### src/rtl/sar_adc_ctrl_pkg.sv
// Shared types and helpers for the SAR ADC controller: FSM state encoding,
// parameter lower bounds and the 2-of-3 majority vote.
package adc_pkg;

  localparam int SETTLE_MIN     = 5;
  localparam int SAMPLE_DIV_MIN = 2;

  typedef enum logic [2:0] {
    ST_IDLE,
    ST_TRIAL,
    ST_SETTLE,
    ST_DECIDE,
    ST_DONE
  } sar_state_t;

  function automatic logic maj3(input logic [2:0] v);
    return (v[0] & v[1]) | (v[0] & v[2]) | (v[1] & v[2]);
  endfunction

endpackage

### src/rtl/sar_adc_ctrl_sync2.sv
// Two-flop synchronizer with synchronous active-high reset, used for the
// asynchronous comparator input.
module sync2 (
  input  logic clk,
  input  logic reset,
  input  logic d,
  output logic q
);

  logic [1:0] sync_q;
  logic [1:0] sync_d;

  always_comb sync_d = {sync_q[0], d};

  always_ff @(posedge clk) begin
    if (reset) sync_q <= '0;
    else       sync_q <= sync_d;
  end

  assign q = sync_q[1];

endmodule

### src/rtl/sar_adc_ctrl.sv
// Successive-approximation ADC controller: sample-tick divider, binary-search FSM
// and DAC drive. Optional macro SAR_ADC_CMP_MAJORITY_EN adds 2-of-3 comparator voting.
module sar_adc_ctrl
  import adc_pkg::*;
#(
  parameter int RES        = 8,
  parameter int N          = 16,
  parameter int SETTLE     = 100,
  parameter int SAMPLE_DIV = 1000
) (
  input  logic           clk,
  input  logic           reset,
  input  logic           cmp,
  output logic [RES-1:0] dac,
  output logic [N-1:0]   Dout,
  output logic           EN,
  output logic           busy,
  output logic           overrun
);

  localparam int DW = $clog2(SAMPLE_DIV);
  localparam int CW = (SETTLE > 1) ? $clog2(SETTLE) : 1;
  localparam int KW = (RES > 1) ? $clog2(RES) : 1;

  if (SETTLE < SETTLE_MIN || SAMPLE_DIV < SAMPLE_DIV_MIN || N < RES) begin : g_param_check
    $error("sar_adc_ctrl: illegal parameter combination");
  end

  sar_state_t     state_q, state_d;
  logic [DW-1:0]  div_q, div_d;
  logic [CW-1:0]  cnt_q, cnt_d;
  logic [KW-1:0]  k_q, k_d;
  logic [RES-1:0] result_q, result_d;
  logic [RES-1:0] dac_q, dac_d;
  logic [N-1:0]   dout_q, dout_d;
  logic           en_q, en_d;
  logic           busy_q, busy_d;
  logic           overrun_q, overrun_d;
  logic           tick;
  logic           cmp_s;
  logic           decision;

  sync2 u_cmp_sync (
    .clk   (clk),
    .reset (reset),
    .d     (cmp),
    .q     (cmp_s)
  );

`ifdef SAR_ADC_CMP_MAJORITY_EN
  // The window is already full of post-settle samples by the DECIDE cycle.
  logic [2:0] maj_q, maj_d;

  always_comb maj_d = {maj_q[1:0], cmp_s};

  always_ff @(posedge clk) begin
    if (reset) maj_q <= '0;
    else       maj_q <= maj_d;
  end

  assign decision = maj3(maj_q);
`else
  assign decision = cmp_s;
`endif

  assign tick = (div_q == DW'(SAMPLE_DIV - 1));

  always_comb begin
    state_d   = state_q;
    div_d     = tick ? '0 : div_q + 1'b1;
    cnt_d     = cnt_q;
    k_d       = k_q;
    result_d  = result_q;
    dac_d     = dac_q;
    dout_d    = dout_q;
    en_d      = 1'b0;
    overrun_d = overrun_q | (tick && (state_q != ST_IDLE));
    case (state_q)
      ST_IDLE: begin
        if (tick) begin
          result_d = '0;
          k_d      = KW'(RES - 1);
          state_d  = ST_TRIAL;
        end
      end
      ST_TRIAL: begin
        dac_d   = result_q | (RES'(1) << k_q);
        cnt_d   = CW'(SETTLE - 1);
        state_d = ST_SETTLE;
      end
      ST_SETTLE: begin
        if (cnt_q == '0) state_d = ST_DECIDE;
        else             cnt_d   = cnt_q - 1'b1;
      end
      ST_DECIDE: begin
        result_d[k_q] = decision;
        if (k_q == '0) begin
          dout_d  = N'(result_d);
          en_d    = 1'b1;
          state_d = ST_DONE;
        end else begin
          k_d     = k_q - 1'b1;
          state_d = ST_TRIAL;
        end
      end
      ST_DONE: begin
        dac_d   = '0;
        state_d = ST_IDLE;
      end
      default: state_d = ST_IDLE;
    endcase
    busy_d = (state_d != ST_IDLE);
  end

  always_ff @(posedge clk) begin
    if (reset) begin
      state_q   <= ST_IDLE;
      div_q     <= '0;
      cnt_q     <= '0;
      k_q       <= '0;
      result_q  <= '0;
      dac_q     <= '0;
      dout_q    <= '0;
      en_q      <= 1'b0;
      busy_q    <= 1'b0;
      overrun_q <= 1'b0;
    end else begin
      state_q   <= state_d;
      div_q     <= div_d;
      cnt_q     <= cnt_d;
      k_q       <= k_d;
      result_q  <= result_d;
      dac_q     <= dac_d;
      dout_q    <= dout_d;
      en_q      <= en_d;
      busy_q    <= busy_d;
      overrun_q <= overrun_d;
    end
  end

  assign dac     = dac_q;
  assign Dout    = dout_q;
  assign EN      = en_q;
  assign busy    = busy_q;
  assign overrun = overrun_q;

endmodule
### config.mk
export PLATFORM = sky130hd
export DESIGN_NAME = sar_adc_ctrl
export DESIGN_NICKNAME = d
export VERILOG_FILES = /design/src/rtl/sar_adc_ctrl_pkg.sv /design/src/rtl/sar_adc_ctrl_sync2.sv /design/src/rtl/sar_adc_ctrl.sv
export SDC_FILE = /design/constraint.sdc
export NUM_CORES = 1
export LEC_CHECK = 0
export CAP_MARGIN = 20
export CORE_UTILIZATION = 31
export CTS_CLUSTER_DIAMETER = 40
export DETAILED_ROUTE_END_ITERATION = 10
export PLACE_DENSITY_LB_ADDON = 0.25
export SLEW_MARGIN = 20
export SYNTH_ARGS = -nofsm -noshare
export SYNTH_HDL_FRONTEND = slang
export SYNTH_SLANG_ARGS = --single-unit
### constraint.sdc
create_clock -name clk -period 1.7 [get_ports clk]
set_input_delay 0.17 -clock clk [delete_from_list [all_inputs] [get_ports clk]]
set_output_delay 0.17 -clock clk [all_outputs]
set_load 0.05 [all_outputs]
Yosys cells after proc, flatten, opt, wreduce, memory -nomap -nowiden
Cells that the tools add are included.
{"block": "op_classes", "n_addsub": 3, "n_lt_le_gt_ge": 2, "eq_ne": 8, "shifts": 1, "n_mux": 16, "bitwise": 3, "n_reduce_logical": 16}
{"op": "8-bit one-hot mux with 2 select lines", "count": 2}
{"op": "3-bit 2-to-1 mux", "count": 5}
{"op": "7-bit one-hot mux with 2 select lines", "count": 1}
{"op": "3-bit one-hot mux with 4 select lines", "count": 1}
{"op": "10-bit by 1-bit adder with 10-bit output (second input constant)", "count": 1}
{"op": "10-bit equality test (second input constant)", "count": 1}
{"op": "8-bit bitwise mux", "count": 1}
{"op": "8-bit 2-to-1 mux", "count": 1}
{"op": "8-bit OR", "count": 1}
{"op": "1-bit by 3-bit << shifter with 8-bit output (first input constant)", "count": 1}
{"op": "7-bit zero test", "count": 1}
{"op": "7-bit 2-to-1 mux", "count": 1}
{"op": "7-bit by 1-bit subtractor with 7-bit output (second input constant)", "count": 1}
{"op": "3-bit by 2-bit equality test with 1-bit output (second input constant)", "count": 2}
{"op": "3-bit zero test", "count": 2}
{"op": "2-bit inequality test (second input constant)", "count": 3}
{"op": "3-bit one-hot mux with 2 select lines", "count": 1}
{"op": "2-bit AND reduction", "count": 3}
{"op": "2-bit nonzero test", "count": 3}
{"op": "3-bit nonzero test", "count": 2}
{"op": "3-bit by 4-bit < comparator with 1-bit output (second input constant)", "count": 1}
{"op": "2-bit OR reduction", "count": 2}
{"op": "1-bit demux with 3-bit select", "count": 1}
{"op": "3-bit by 1-bit equality test with 1-bit output (second input constant)", "count": 1}
{"op": "other kinds (8)", "count": 10}
{"block": "totals", "ff_bits": 52, "in_bits": 3, "word_cells": 60}

Longest topological paths before layout
Gate-level depths: netlist (run 1).
{"block": "depth", "word_depth": 6, "ltp_mapped": 7}

Cells and area by module
Synthesis (run 1) repeated with hierarchy kept, for this count alone.
{"block": "unflattened", "cells_unflattened": 299, "hier_area_um2": 2488.6}
{"mod": "sar_adc_ctrl", "instances": 1, "cells_per_inst": 295, "area_each_um2": 2436.1}
{"mod": "sync2", "instances": 1, "cells_per_inst": 4, "area_each_um2": 52.6}

Worst setup path before layout (run 1)
OpenSTA, ideal clock, no wires.
{"block": "synth_timing", "path_kind": "flip-flop to flip-flop", "startpoint": "register k_q[1]", "endpoint": "register dout_q[4] (netlist: Dout[4])", "setup_ns": 0.060, "arrival_time_ns": 1.688, "t_required_ns": 1.640, "slack_ns": -0.048, "stages_incl_launch_ff": 7, "n_path_buf": 1, "synth_period_minus_slack_ns": 1.748, "path_cell_list": "dfxtp_1 > clkbuf_1 > inv_1 > ha_1 > nor2b_1 > a21oi_1 > a22o_1"}
{"block": "synth_via", "elab_chain_len": 5, "elab_cells_between_ends": 8, "cone_classes": "2 x order compare; 3 x mux; 3 x reduce/logical"}
{"element": "start, declared", "line": "sar_adc_ctrl.sv:32", "text": "logic [KW-1:0] k_q, k_d;"}
{"element": "start signal, assigned", "line": "sar_adc_ctrl.sv:131", "text": "k_q <= k_d;"}
{"element": "3-bit by 4-bit < comparator with 1-bit output (implied by the code) or 3-bit by 1-bit >= comparator with 1-bit output (tied branches)", "line": "sar_adc_ctrl.sv:96", "text": "result_d[k_q] = decision;"}
{"element": "1-bit logical AND (implied by the code)", "line": "sar_adc_ctrl.sv:96"}
{"element": "1-bit 2-to-1 mux (implied by the code)", "line": "sar_adc_ctrl.sv:96"}
{"element": "1-bit demux with 3-bit select", "line": "sar_adc_ctrl.sv:96"}
{"element": "8-bit bitwise mux", "line": "sar_adc_ctrl.sv:96"}
{"element": "end signal, assigned", "line": "sar_adc_ctrl.sv:134", "text": "dout_q <= dout_d;"}
{"element": "end, declared", "line": "sar_adc_ctrl.sv:35", "text": "logic [N-1:0] dout_q, dout_d;"}
Parallel ways exist; a longest one is shown, timed or not.
A chain may end at the register's enable or synchronous reset.

Final worst setup path (run 1)
{"block": "layout_timing", "startpoint": "register dac_q[1] (netlist: dac[1])", "endpoint": "output dac[1]"}
{"element": "start, declared", "line": "sar_adc_ctrl.sv:34", "text": "logic [RES-1:0] dac_q, dac_d;"}
{"element": "start signal, assigned", "line": "sar_adc_ctrl.sv:122", "text": "dac_q <= '0;"}
{"element": "start signal, assigned", "line": "sar_adc_ctrl.sv:133", "text": "dac_q <= dac_d;"}
{"element": "end, declared", "line": "sar_adc_ctrl.sv:14", "text": "output logic [RES-1:0] dac,"}
No word-level cell between the ends.

==> results of run 1 <==
==> placed cells by master (no fill, tap or decap), types with 7 or more instances in the layout <==
cell type	instances
nand2_1	23
o21ai_0	13
buf_4	26
ha_1	7
dfxtp_1	45
conb_1	8
a21oi_1	19
nor3_1	8
clkdlybuf4s50_1	16
a31oi_1	7
nor2_1	22
inv_1	11
==> power by group through the flow <==
| stage | sequential, mW | combinational, mW | clock, mW |
|---|---|---|---|
| final | 1.23 | 0.0922 | 0.854 |
| after global routing | 1.24 | 0.101 | 0.923 |
| after CTS | 1.24 | 0.0933 | 0.877 |
| after detailed placement | 1.26 | 0.0932 | 0 |
| after global placement | 1.26 | 0.0924 | 0 |
| after floorplan | 1.26 | 0.0882 | 0 |
==> sequential cells by signal, indices dropped and copies added, names as in the netlist, 2 cells and up <==
name               cells
cnt_q                  7
u_cmp_sync.sync_q      2
state_q                3
dac                    8
k_q                    3
div_q                 10
result_q               8
Dout                   8
==> worst register-to-register path, cell delays in order, from the launching register on <==
cell,delay (ns)
dfxtp_2,0.36
inv_2,0.06
ha_4,0.14
nor2b_4,0.12
a311o_1,0.35
nor4_2,0.31
mux2i_1,0.20
==> final cells by class <==
class	instances	share of cell area
clock inverter	3	0.0140
tap	102	0.0419
multi-input combinational	203	0.440
clock buffer	5	0.0226
inverter	13	0.0160
sequential	52	0.345
timing repair buffer	43	0.121
==> worst min path at each step <==
stage	endpoint	slack [ns]	cells after the start
final	u_cmp_sync.sync_q[0]	0.42	2
after CTS	u_cmp_sync.sync_q[0]	0.42	2
after detailed placement	u_cmp_sync.sync_q[1]	0.44	1
after global routing	u_cmp_sync.sync_q[0]	0.42	2
after floorplan	u_cmp_sync.sync_q[0]	0.30	1
after global placement	u_cmp_sync.sync_q[1]	0.44	1
==> kinds of logic (layout without fill, tap and decap cells) <==
logic type / after synthesis / in the layout
xor gates and xnor gates: 8 / 8
AOI/OAI and AO/OA: 75 / 75
muxes: 5 / 5
and+or+nand+nor: 99 / 99
other: 1 / 8
DFF: 52 / 52
adders and majority gates: 8 / 8
buffers and inverters: 35 / 64
==> metal layers <==
layer  global-route usage  up-vias
met5                    0        -
met4               0.0299        0
met3               0.0274        7
met2                0.212       39
met1                0.187      907
li1                     -     1057
==> stage by stage <==
stage / TNS (ns) / instances / utilization / instance area, um^2
finish: 0 / 421 / 0.393 / 3050
floorplan: 0 / 290 / - / 2530
global placement: 0 / 411 / 0.372 / 2890
global route: -0.00385 / 421 / 0.393 / 3050
detailed placement: -0.00839 / 411 / 0.372 / 2890
CTS: 0 / 419 / 0.386 / 3000
==> what timing repair did <==
| action | CTS | global route |
|---|---|---|
| endpoints found under the setup margin | 0 | 10 |
| hold buffers | 0 | 0 |
| buffers inserted | 0 | 2 |
| resized for setup | 0 | 15 |
==> results by stage, run 1 <==
Status:
- The run finished with clean final reports.

Drt:
- Dividing the detail-routed wire length by the instance count gives 12.7 um.
- After the first detailed-routing iteration, the DRC count stood at 164.
- In the detailed route, the total length drawn on met2 is 2390 um.
- After detailed routing, the total wire length is 5340 um.
- Detailed routing inserted a total of 2010 vias.
- Detailed routing placed a total of 192 um of wire on met3.
- Routed signal wires occupy layers up through met4.
- The first TritonRoute pass finished after 4 iterations.
- Dividing the detail-routed via count by the number of cells gives 4.77.
- In the routed design, unresolved DRC markers number 0.
- The routed metal-1 wirelength is 2710 um.
- The count of nets left with antenna violations once routing finished came out at 0.

Worst hold path:
- The startpoint of the worst hold path is cmp.
- The class of the most critical hold timing path is in2reg.

Worst setup path:
- Tracing the worst setup path back leads to its startpoint at dac[1].
- For flop-to-flop paths, the worst setup slack is 0.10 ns.
- The setup path with the least slack is of type reg2out.
- The critical path ends at dac[1].
- The maximum net fanout on the critical path is 3.
- The depth of the worst register-to-register path is 6.
- The buffer and inverter count on the worst path is 1.
- In this run the number of cells on the critical path is 1.
- The worst path required time is 1.53 ns.
- The kind of cell with the highest combined delay along the critical path is buffers and inverters.
- The slowest stage of the critical path belongs to the cell clkdlybuf4s50_1.
- The endpoint kind of the worst setup timing path is a primary output.
- On the worst path, the slowest cell contributes a delay of 0.81 ns.
- The startpoint identified for the worst register-to-register timing path is cnt_q[1].
- For the worst setup path, the data arrival time is 1.49 ns.
- The signal on the critical path passes through clkdlybuf4s50_1.
- The critical path launch point type is a flip-flop.
- The capturing point of the worst reg2reg path is cnt_q[3].

Place:
- Detailed placement ended at an HPWL of 3820 um.
- The setup slack after placement is -0.00501 ns.
- The weighted congestion at the end of routability-driven global placement is 0.789.
- Input and output buffers added on the ports amount to 21.

Synthesis:
- The share of Yosys cell area claimed by the top area cell type is 0.416.
- After technology mapping, the gate count stands at 283.
- The number of synthesized flops with an enable pin is 0.
- Sorting the synthesized cells by area gives the leading types as dfxtp_1 42%, a21oi_1 4.0%, ha_1 4.0%.
- The area fraction in compound gates after synthesis is 0.207.
- In the post-synthesis netlist, the cell with the most instances is dfxtp_1.
- Of the total synthesized cell area, the portion taken by AND, OR, NAND and NOR gates is 0.220.
- Measured against the total synthesized area, the mux share comes to 0.0200.
- The number of storage elements in the synthesis netlist is 52.
- The mean area per synthesized cell is 8.84 um^2.
- For this run, the register share of the synthesized area comes to 0.416.
- In this run, distinct cell masters in the synthesized netlist total 50.
- Of the total synthesized cell area, the portion taken by full adders, half adders and majority gates is 0.0400.
- Of all flip-flops after synthesis, the portion carrying an async set or reset was 0.
- The dominant combinational cell family by area after synthesis is simple AND/OR/NAND/NOR gates.
- The commonest register cell after synthesis is dfxtp_1.
- The area of the mapped netlist is 2500 um^2.
- The commonest cells after synthesis are 52 x dfxtp_1, 23 x nand2_1, 22 x nor2_1.
- The xor/xnor cell area share of the yosys netlist is 0.0280.
- The biggest area contributor in the post-synthesis netlist is dfxtp_1.
- The count of synthesis-stage warnings from yosys is 0.

Power:
- The worst IR drop on VDD is 0.354 mV.
- The ratio of total power to cell area is 715 nW/um^2.
- The part of the total power dissipated in combinational logic is 0.042.
- The sequential cell fraction of total power is 0.566.
- The share of total power dissipated in the clock network is 0.392.
- The switching portion of total power is 0.228.
- The internal power of the cells is 1.68 mW.
- The analysis attributes to net switching a power of 497 uW.
- The leakage dissipation is 1.19 nW.
- The completed layout was analyzed and its total power is 2.18 mW.

Job:
- The number of max-cap violations is 0.

Global routing:
- The via count of the first global-routing pass is 1910.
- For this run, the total global-route usage over all layers was measured as 0.134.
- Entering global routing, the biggest net connects 22 pins.
- For this run the aggregate overflow at the end of global routing stands at 0.
- The first-pass GRT wire length is 9130 um.
- The number of antenna violations at the first check in global routing is 0.

Clock tree:
- The clock passes through at most 2 buffers.
- The clock root buffer is clkbuf_8.
- After clock tree synthesis, the clock-pin slew on the worst setup and hold paths is 0.10 ns.
- The clock insertion delay at the later pin of the skew report is 0.31 ns.
- The number of buffers added by the clock tree synthesis step is 5.
- The CTS sink count is 52.
- In this run the number of H-tree levels came out at 2.
- TritonCTS built the clock tree.

STA:
- The largest clock skew in the final design is 0.0101 ns.
- Setup violations remaining at the end of the flow were counted as 0.
- The slack of the critical path is 0.0378 ns.
- Dividing the final minimum period by the clock period gives 0.978.
- Derived from the worst setup path, the maximum achievable clock frequency is 602 MHz.
- The number of hold violations in the final report is 0.
- Measured against its own limit, the worst slew margin works out to 0.638.
- On the final layout, the worst hold slack is 0.421 ns.
- Subtracting the final worst setup slack from the clock period gives 1.66 ns.
- Setup repair after global routing could not meet its margin everywhere.
- For the pin with the worst max-slew slack, the measured transition is 0.539 ns.
- The number of pins exceeding their max-slew limit in the final report is 0.

Layout:
- Of the cells placed in the final design, the portion with a size suffix greater than 1 is 0.179.
- The total number of nets in the final design is 329.
- The area growth from synthesis to layout is 21.9%.
- In the final layout, flip-flops and latches occupy 1050 um^2.
- The area of the multi-input gates is 1340 um^2.
- The number of inserted filler cells in the final layout is 796.
- The repair_antennas step left the layout with diodes totalling 0.

Floorplanning:
- From left edge to right edge, the die measures 91.8 um.
- The region available for standard cell placement spans 7770 um^2.
- The die area is 8430 um^2.
- The die is 91.8 um tall.
- In this run the core area contains 32 standard-cell rows.
- The I/O pin total is 30.
- The initial utilization of the core area, before any placement, comes to 0.322.
Power figures use the tool's default switching activity.
==> run 2, diff against run 1 <==
--- a/config.mk
+++ b/config.mk
@@ -5,7 +5,7 @@
 export SDC_FILE = /design/constraint.sdc
 export NUM_CORES = 1
 export LEC_CHECK = 0
-export CAP_MARGIN = 20
+export CORE_MARGIN = 2
 export CORE_UTILIZATION = 31
 export CTS_CLUSTER_DIAMETER = 40
 export DETAILED_ROUTE_END_ITERATION = 10
==> results by stage, run 2 (synthesis results as in run 1) <==
Status:
- Run status: completed (unchanged).

Drt:
- The wire length per cell after detailed routing was 12.9 um (was 12.7 um).
- The count of unresolved DRC violations after routing is 0 (unchanged).
- The detailed router's first-iteration violation count is 71 (was 164).
- The final routed wirelength across all metal layers is 5460 um (was 5340 um).
- The number of nets still failing antenna checks after routing is 0 (unchanged).
- The number of vias after detailed routing is 2054 (was 2010).
- The detail-routed via count per cell was 4.86 (was 4.77).
- The length of the first detailed-routing pass in iterations is 4 (unchanged).

Layout:
- The layout-stage area growth over the synthesis result was 21.2% (was 21.9%).
- The number of inserted filler cells in the final layout was 817 (was 796).
- The most frequent standard cell in the layout excluding fill and tap cells was dfxtp_1 (unchanged).
- The finished layout cell area is 3030 um^2 (was 3050 um^2).
- The fraction of final layout cells with drive strength greater than 1 is 0.178 (was 0.179).
- The number of flip-flops in the largest register is 10 (unchanged).
- The area of the multi-input gates is 1330 um^2 (was 1340 um^2).
- The register name with the most flops is div_q (unchanged).
- The storage element area came to 1050 um^2 (about the same).
- Leading cell types in the layout, fill and taps excluded: 45 x dfxtp_1, 29 x buf_4, 23 x nand2_1 (was 45 x dfxtp_1, 26 x buf_4, 23 x nand2_1).
- The antenna diode count is 0 (unchanged).
- The total number of nets in the final design is 332 (was 329).

Place:
- The half-perimeter wire length after placement is 4100 um (was 3820 um).
- The number of port buffers is 21 (unchanged).
- The area of placed instances is 2920 um^2 (was 2890 um^2).
- The weighted congestion at the end of routability-driven global placement is 0.861 (was 0.789).

Floorplanning:
- The overall die width is 93.8 um (was 91.8 um).
- The area of the core region is 7770 um^2 (unchanged).
- The die area came to 8800 um^2 (was 8430 um^2).
- The starting density of the core is 0.322 (unchanged).
- The overall die height is 93.8 um (was 91.8 um).
- The number of core rows is 32 (unchanged).
- The I/O pin total is 30 (unchanged).

Worst setup path:
- The critical path launch point type is a flip-flop (unchanged).
- The cell type of the slowest stage on the worst timing path is clkdlybuf4s50_1 (unchanged).
- The depth of the worst register-to-register path is 6 (unchanged).
- The worst endpoint data arrival time was 1.48 ns (was 1.49 ns).
- The worst path required time is 1.53 ns (about the same).
- The critical path's largest stage delay came to 0.81 ns (about the same).
- The category of the most critical setup path is reg2out (unchanged).
- The critical register-to-register path startpoint was cnt_q[0] (was cnt_q[1]).
- The endpoint kind of the worst setup timing path is a primary output (unchanged).
- Cell-by-cell trace of the critical path: clkdlybuf4s50_1 (unchanged).
- The buffer and inverter count on the worst path is 1 (unchanged).
- The capturing point of the worst reg2reg path is cnt_q[3] (unchanged).
- The setup slack of the worst register-to-register path came to 0.10 ns (about the same).
- The kind of cell with the highest combined delay on the critical path is buffers and inverters (unchanged).
- The maximum net fanout on the critical path was 2 (was 3).

Power:
- The ratio of total power to cell area was 659 nW/um^2 (was 715 nW/um^2).
- The leakage dissipation came to 1.22 nW (was 1.19 nW).
- The worst IR drop on VDD is 0.277 mV (was 0.354 mV).

Global routing:
- The total routing resource utilization after global routing was 0.134 (about the same).
- The first-pass GRT wire length is 9440 um (was 9130 um).
- The via count of the first global-routing pass is 2022 (was 1910).
- The largest net degree at the start of global routing is 18 (was 22).
- The leftover overflow at the end of global routing came to 0 (unchanged).
- The number of antenna violations at the first check in global routing is 0 (unchanged).

STA:
- The accumulated negative setup slack is 0 ns (unchanged).
- The largest clock skew in the final design was 0.0134 ns (was 0.0101 ns).
- The clock period minus final worst setup slack is 1.65 ns (was 1.66 ns).
- The total setup violations reported at the end of the flow was 0 (unchanged).
- The number of hold violations in the final report was 0 (unchanged).
- The number of pins exceeding their max-slew limit in the final report is 0 (unchanged).
- The timing-limited maximum frequency came to 605 MHz (was 602 MHz).
- The pin slew with the least headroom to its limit is 0.592 ns (was 0.539 ns).
- The final clock period utilization by the worst path is 0.972 (was 0.978).
- The tightest slew margin relative to the limit came to 0.603 (was 0.638).

Clock tree:
- The number of buffers inserted by hold repair at cts was 0 (unchanged).
- The CTS sink count is 52 (unchanged).
- The number of buffers on the longest clock path came to 2 (unchanged).
- The level count of the clock H-tree is 2 (unchanged).
- The number of buffers added by the clock tree synthesis step is 5 (unchanged).
- The TritonCTS clock tree is done (unchanged).
- The clock-pin slew reported for the worst setup and hold paths after clock tree synthesis is 0.09 ns (was 0.10 ns).
- The clock insertion delay at the later pin of the skew report is 0.31 ns (about the same).
- The clock root buffer is clkbuf_8 (unchanged).

Job:
- The number of max-cap violations is 0 (unchanged).

Worst hold path:
- The hold-critical path endpoint is u_cmp_sync.sync_q[1] (was u_cmp_sync.sync_q[0]).
- The number of cells on the worst hold path is 1 (was 2).
- The class of the most critical hold timing path is reg2reg (was in2reg).
- The startpoint of the worst hold path is u_cmp_sync.sync_q[0] (was cmp).
==> run 2: per-stage QoR <==
step / hold slack (ns) / total power [mW] / instances / setup WS [ns] / utilization
floorplan: 0.298 / 1.35 / 290 / 0.0767 / -
global placement: 0.423 / 1.35 / 415 / 0.0292 / 0.376
detailed placement: 0.432 / 1.36 / 415 / 0.0115 / 0.376
CTS: 0.453 / 2.03 / 422 / 0.0266 / 0.386
global route: 0.454 / 2.08 / 423 / -0.000575 / 0.390
finish: 0.446 / 2.00 / 423 / 0.0473 / 0.390
==> run 2: report_power, final <==
| group | internal (mW) | leakage (nW) | switching (mW) | total [mW] |
|---|---|---|---|---|
| Clock | 0.281 | 0.0410 | 0.389 | 0.670 |
| Combinational | 0.0212 | 0.757 | 0.0702 | 0.0914 |
| Sequential | 1.22 | 0.423 | 0.00992 | 1.23 |
| Total | 1.53 | 1.22 | 0.469 | 2.00 |
==> run 2: worst max path at each step <==
stage / startpoint / to / depth (start not counted)
final: overrun / overrun / 1
after global routing: cnt_q[0] / cnt_q[3] / 6
after CTS: dac[5] / dac[5] / 1
after detailed placement: reset / result_q[5] / 6
after global placement: reset / result_q[5] / 6
after floorplan: cnt_q[0] / cnt_q[3] / 6
==> run 2: layout make-up <==
type / instances / share of cell area
Clock buffer: 6 / 0.0239
Clock inverter: 1 / 0.00165
Inverter: 13 / 0.0161
Multi-Input combinational cell: 203 / 0.439
Sequential cell: 52 / 0.346
Tap cell: 102 / 0.0421
Timing Repair Buffer: 46 / 0.130
==> run 2: per-layer routing <==
| metal | share of wire | vias to the layer above | routed length [um] | track usage |
|---|---|---|---|---|
| met5 | 0 | - | 0 | 0 |
| met1 | 0.50 | 950 | 2740 | 0.179 |
| li1 | - | 1062 | - | - |
| met2 | 0.45 | 35 | 2460 | 0.217 |
| met4 | 0.014 | 0 | 74 | 0.0459 |
| met3 | 0.035 | 7 | 191 | 0.0249 |
==> run 2: timing repair <==
item	CTS	global route
resized for setup	0	14
setup buffers	0	1
setup endpoints to repair	0	8
